<file path="config.mk">
export PLATFORM = sky130hd
export DESIGN_NAME = pipe_skid_stage
export DESIGN_NICKNAME = d
export VERILOG_FILES = /design/src/rtl/pipe_skid_stage.sv
export SDC_FILE = /design/constraint.sdc
export NUM_CORES = 1
export LEC_CHECK = 0
export ABC_AREA = 1
export CAP_MARGIN = 10
export CORE_ASPECT_RATIO = 1.4
export CORE_MARGIN = 2
export CORE_UTILIZATION = 54
export DETAILED_ROUTE_END_ITERATION = 10
export MAX_ROUTING_LAYER = met4
export PLACE_DENSITY = 0.86
export SETUP_SLACK_MARGIN = 0.5
export SYNTH_ARGS = -nofsm -noshare
export SYNTH_HDL_FRONTEND = slang
export SYNTH_SLANG_ARGS = --single-unit
</file>
<file path="constraint.sdc">
create_clock -name clk -period 4.04 [get_ports clk]
set_clock_uncertainty 0.1 [all_clocks]
set_input_delay 0.404 -clock clk [delete_from_list [all_inputs] [get_ports clk]]
set_output_delay 0.404 -clock clk [all_outputs]
set_load 0.03 [all_outputs]
</file>
<file path="src/rtl/pipe_skid_stage.sv">
// Pipeline inter-stage register with a valid/ready handshake and a 2-entry skid buffer.
// Adds a flush that discards held beats and a saturating count of the beats it drops.
module pipe_skid_stage #(
  parameter int WIDTH          = 32,
  parameter int CNT_W          = 8,
  parameter bit CLEAR_ON_FLUSH = 1'b1
) (
  input  logic             clk,
  input  logic             reset,
  input  logic             flush,
  input  logic             in_valid,
  output logic             in_ready,
  input  logic [WIDTH-1:0] in_data,
  output logic             out_valid,
  input  logic             out_ready,
  output logic [WIDTH-1:0] out_data,
  output logic [1:0]       occupancy,
  output logic [CNT_W-1:0] drop_count
);

  // The state encoding equals the number of beats held.
  typedef enum logic [1:0] {
    EMPTY = 2'd0,
    ONE   = 2'd1,
    FULL  = 2'd2
  } state_t;

  localparam int SUM_W = CNT_W + 2;
  localparam logic [CNT_W-1:0] CNT_MAX = {CNT_W{1'b1}};

  state_t           state_reg;
  logic [WIDTH-1:0] main_reg;
  logic [WIDTH-1:0] skid_reg;
  logic [CNT_W-1:0] drop_reg;

  logic             in_fire;
  logic             out_fire;
  logic [SUM_W-1:0] drop_sum;
  logic [CNT_W-1:0] drop_next;

  // Ready depends only on registered state (plus flush), never on out_ready.
  assign in_ready   = (state_reg != FULL) & ~flush;
  assign out_valid  = (state_reg != EMPTY) & ~flush;
  assign in_fire    = in_valid & in_ready;
  assign out_fire   = out_valid & out_ready;
  assign out_data   = main_reg;
  assign occupancy  = state_reg;
  assign drop_count = drop_reg;

  always_comb begin
    drop_sum  = SUM_W'(drop_reg) + SUM_W'(state_reg);
    drop_next = (drop_sum > SUM_W'(CNT_MAX)) ? CNT_MAX : drop_sum[CNT_W-1:0];
  end

  always_ff @(posedge clk) begin
    if (reset) begin
      state_reg <= EMPTY;
      drop_reg  <= '0;
      if (CLEAR_ON_FLUSH) begin
        main_reg <= '0;
        skid_reg <= '0;
      end
    end else if (flush) begin
      state_reg <= EMPTY;
      drop_reg  <= drop_next;
      if (CLEAR_ON_FLUSH) begin
        main_reg <= '0;
        skid_reg <= '0;
      end
    end else begin
      case (state_reg)
        EMPTY: begin
          if (in_fire) begin
            main_reg  <= in_data;
            state_reg <= ONE;
          end
        end
        ONE: begin
          if (in_fire && out_fire) begin
            main_reg <= in_data;
          end else if (in_fire) begin
            skid_reg  <= in_data;
            state_reg <= FULL;
          end else if (out_fire) begin
            state_reg <= EMPTY;
          end
        end
        FULL: begin
          // The skid beat moves up behind the delivered main beat.
          if (out_fire) begin
            main_reg  <= skid_reg;
            state_reg <= ONE;
          end
        end
        default: state_reg <= EMPTY;
      endcase
    end
  end

endmodule

</file>
# After elaboration in Yosys (flattened, before gate mapping)
# Cells that the tools add are included.
[word_totals]
register_bits = 74
in_bits = 37
[op_classes]
reduce_logical = 8
bitwise_logic = 6
add_sub_neg = 1
mux = 11
eq_ne = 8
n_lt_le_gt_ge = 1
[ops]
columns = ["op", "n"]
rows = [
  ["$mux W32", 3],
  ["$pmux W32 S3", 1],
  ["$mux W2", 5],
  ["$ne A2 B2 Y1 const B", 5],
  ["$add A8 B2 Y9", 1],
  ["$gt A9 B8 Y1 const B", 1],
  ["$mux W8", 1],
  ["$reduce_and A4 Y1", 2],
  ["$pmux W2 S3", 1],
  ["$and A1 B1 Y1", 4],
  ["$ne A3 B3 Y1 const B", 1],
  ["$reduce_and A3 Y1", 1],
  ["$reduce_bool A3 Y1", 1],
  ["$eq A2 B1 Y1 const B", 1],
  ["$eq A2 B2 Y1 const B", 1],
  ["$logic_not A2 Y1", 1],
  ["$not A1 Y1", 2],
  ["$reduce_bool A2 Y1", 1],
  ["$reduce_or A2 Y1", 1],
  ["$logic_and A1 B1 Y1", 1],
]

# Depth between registers and ports, before layout
[logic_depth]
ltp_word = 7
mapped_depth = 10

# Worst setup path before layout
# No wires, ideal clock.
[synth_path]
path_kind = "reg2out"
start = "reg state_reg[0], in the netlist occupancy[0]"
end = "out in_ready"
stages_incl_launch_ff = 6
path_buffers = 1
setup_slack_ns = 2.045
t_required_ns = 3.536
arrival_time_ns = 1.491
cell_sequence = "dfxtp_1 -> inv_2 -> nand2_2 -> inv_2 -> clkbuf_1 -> nor2_1"
[synth_between]
elab_chain_len = 2
[synth_rtl]
columns = ["element", "line_no", "text"]
rows = [
  ["from (decl)", "31", "state_t state_reg;"],
  ["from (signal assigned)", "57", "state_reg <= EMPTY;"],
  ["from (signal assigned)", "64", "state_reg <= EMPTY;"],
  ["from (signal assigned)", "75", "state_reg <= ONE;"],
  ["$ne A2 B2 Y1", "42", "assign in_ready = (state_reg != FULL) & ~flush;"],
  ["$and A1 B1 Y1", "42", ""],
  ["to (decl)", "12", "output logic in_ready,"],
]
# No other way between the ends.

# Final worst setup path
[layout_path]
start = "reg state_reg[1], in the netlist occupancy[1]"
end = "out in_ready"
# Same word-level chain as after synthesis.

==> reports/qor.csv <==
metric;value;unit
path_class;reg2out;
synth.avg_cell_area;6.67;um^2
grt_pass1_vias;3181;
h-tree-depth;3;
endpoint_kind;primary output;
vias;3330;
pre_cts_slack;1.16;ns
combPwrFrac;13.8;%
numCtsBuffers;9;
hold_violations;0;
syn_area;3420;um^2
clk_latency;0.36;ns
rsz0062_at_grt;no;
initial_core_util;55.5;%
grt_usage;24.5;%
nets;618;
drcViolationCount;0;
drt_first_pass_iters;4;
synth_seq_cells;74;
cap_violations;0;
power.switching;0.427;mW
placementRows;34;
ys_warn_count;0;
drt_iter0_drc;165;
period_share;74.1;%
synth_top_cell_by_area;dfxtp_1;
die_y;98.2;um
worst_slack;1.05;ns
path_buf_inv;2;
worstPathRequired;3.54;ns
clkTransAtPathRegs;0.09;ns
core_area;6170;um^2
ir_worst_vdd;0.000302;V
synth.top_cell.area_share;43.3;%
maxSlewViolCount;0;
root_buffer;clkbuf_8;
io_buffers;80;
worst_pin_slew;0.885;ns
cts_tree;yes;
post_cts_buffers;0;
hp-class;reg2reg;
clock-sinks;74;
cts.path.max_buffers;2;
wirelength;7.86;mm
min_period;2.99;ns
synthTopCellsByArea;dfxtp_1, nand2_1, nor2_1, o21ai_0, inv_1;
crit_fanout;54;
grt_overflow_total;0;
detail_route.wl_per_cell;12.0;um
timing.slew.headroom;40.9;%
hpwl;5.30;mm
pwr-share-clk;37.7;%
diodes;0;
grt_pass1_wl;13.6;mm
finalSetupViolCount;0;
p_sw_share;27.5;%
cp_top_family;buffers and inverters;
status;finished clean;
start_kind;register;
synth_cell_type_count;25;
worstPathArrival;2.49;ns
grt_max_degree;55;
internal_power;1.13;mW
synth_fp_nets;553;
timing.fmax;334;MHz
routabilityCongestion;0.900;
drive_above_1_share;5.15;%
setup_tns;0;ns
boundaryPins;81;
dieArea;7000;um^2
ys_seq_area_share;43.3;%
slowest_delay;0.65;ns
p_leak;1.96;nW
crit_chain;nand2_2 -> inv_2 -> nor2_1 -> clkdlybuf4s50_1;
syn_inst;513;
die_x;71.3;um
power_frac_seq;48.6;%
antenna_left;0;
ctsResizeCount;0;
ctsHoldBuffers;0;
viasPerCell;5.08;
antenna_found_initial;0;
slowest_stage;inv_2;
powerDensity;354;nW/um^2
areaGrowthSynthToFinish;28.5;%
[layout make-up]
cell class	instances	area [um^2]
fill	537	1770
clock inverter	7	77.6
sequential	74	1480
timing repair buffer	83	823
clock buffer	9	124
inverter	65	244
multi-input combinational	345	1550
tap	72	90.1
[worst register-to-register path: stages, from the launching register on]
cell,delay (ns)
dfxtp_1,0.43
inv_2,0.09
nand2_2,0.27
inv_2,0.39
nand2_1,0.21
nand2_1,0.13
nor2_4,0.61
nor2_1,0.09
nor2_1,0.14
[logic make-up after synthesis]
group,synth area share (%)
xor gates and xnor gates,0.768
and+or+nand+nor,30.4
DFF,43.3
AOI/OAI and AO/OA,12.7
adders and majority gates,1.32
buffers and inverters,11.5
[worst paths after layout]
check	startpoint	end	depth (start not counted)	slack [ns]
max	occupancy[1]	in_ready	4	1.05
min	out_data[5]	out_data[5]	2	0.39
max reg2reg	occupancy[0]	out_data[27]	8	1.52
min reg2reg	out_data[5]	out_data[5]	2	0.39
[cell usage in the layout, fill, tap and decap left out, types with 2 or more instances in the layout]
cell             synthesis  final
a21oi_1                 25     25
a31oi_1                  3      3
buf_4                    0      3
clkbuf_8                 0      9
clkdlybuf4s50_1          0     80
clkinv_4                 0      2
dfxtp_1                 74     74
ha_1                     2      2
inv_1                   60     60
inv_2                    5      5
inv_6                    0      2
nand2_1                110    110
nand3_1                 38     38
nand4_1                  2      2
nor2_1                  98     97
nor2_4                   2      3
nor3_1                   2      2
o21ai_0                 46     46
o21ai_1                  9      9
xor2_1                   3      3
[synth_stat cells, drive strengths merged]
| cell | count |
|---|---|
| nand3 | 39 |
| nor2 | 100 |
| a21boi | 1 |
| fa | 1 |
| nor3 | 2 |
| nand2 | 111 |
| a31oi | 3 |
| nand4 | 2 |
| o21ai | 56 |
| xor2 | 3 |
| clkbuf | 11 |
| ha | 2 |
| buf | 18 |
| dfxtp | 74 |
| a21oi | 25 |
| inv | 65 |
[per-layer routing]
layer	GRT usage (%)	wire length [um]	up-vias
met5	-	0	-
met2	42.6	4070	83
met1	27.6	3270	1516
met4	9.14	131	0
met3	4.54	394	10
li1	-	-	1721
[per-stage QoR]
step                cell area [um^2]  instances  utilization, %  total power [mW]  hold slack (ns)
floorplan                       3420        513               -             0.903            0.373
global placement                4190        639            68.0             0.983            0.363
detailed placement              4190        639            68.0             0.987            0.373
CTS                             4390        655            71.2              1.56            0.389
global route                    4390        655            71.2              1.61            0.413
finish                          4390        655            71.2              1.55            0.386
[power by group through the flow]
stage | combinational (mW) | clock, mW | sequential, mW
2_1_floorplan | 0.102 | 0 | 0.801
6_report | 0.214 | 0.585 | 0.755
3_3_place_gp | 0.211 | 0 | 0.772
5_1_grt | 0.237 | 0.618 | 0.757
4_1_cts | 0.216 | 0.589 | 0.755
3_5_place_dp | 0.215 | 0 | 0.772
No activity file was read; power rests on OpenSTA's default activity.
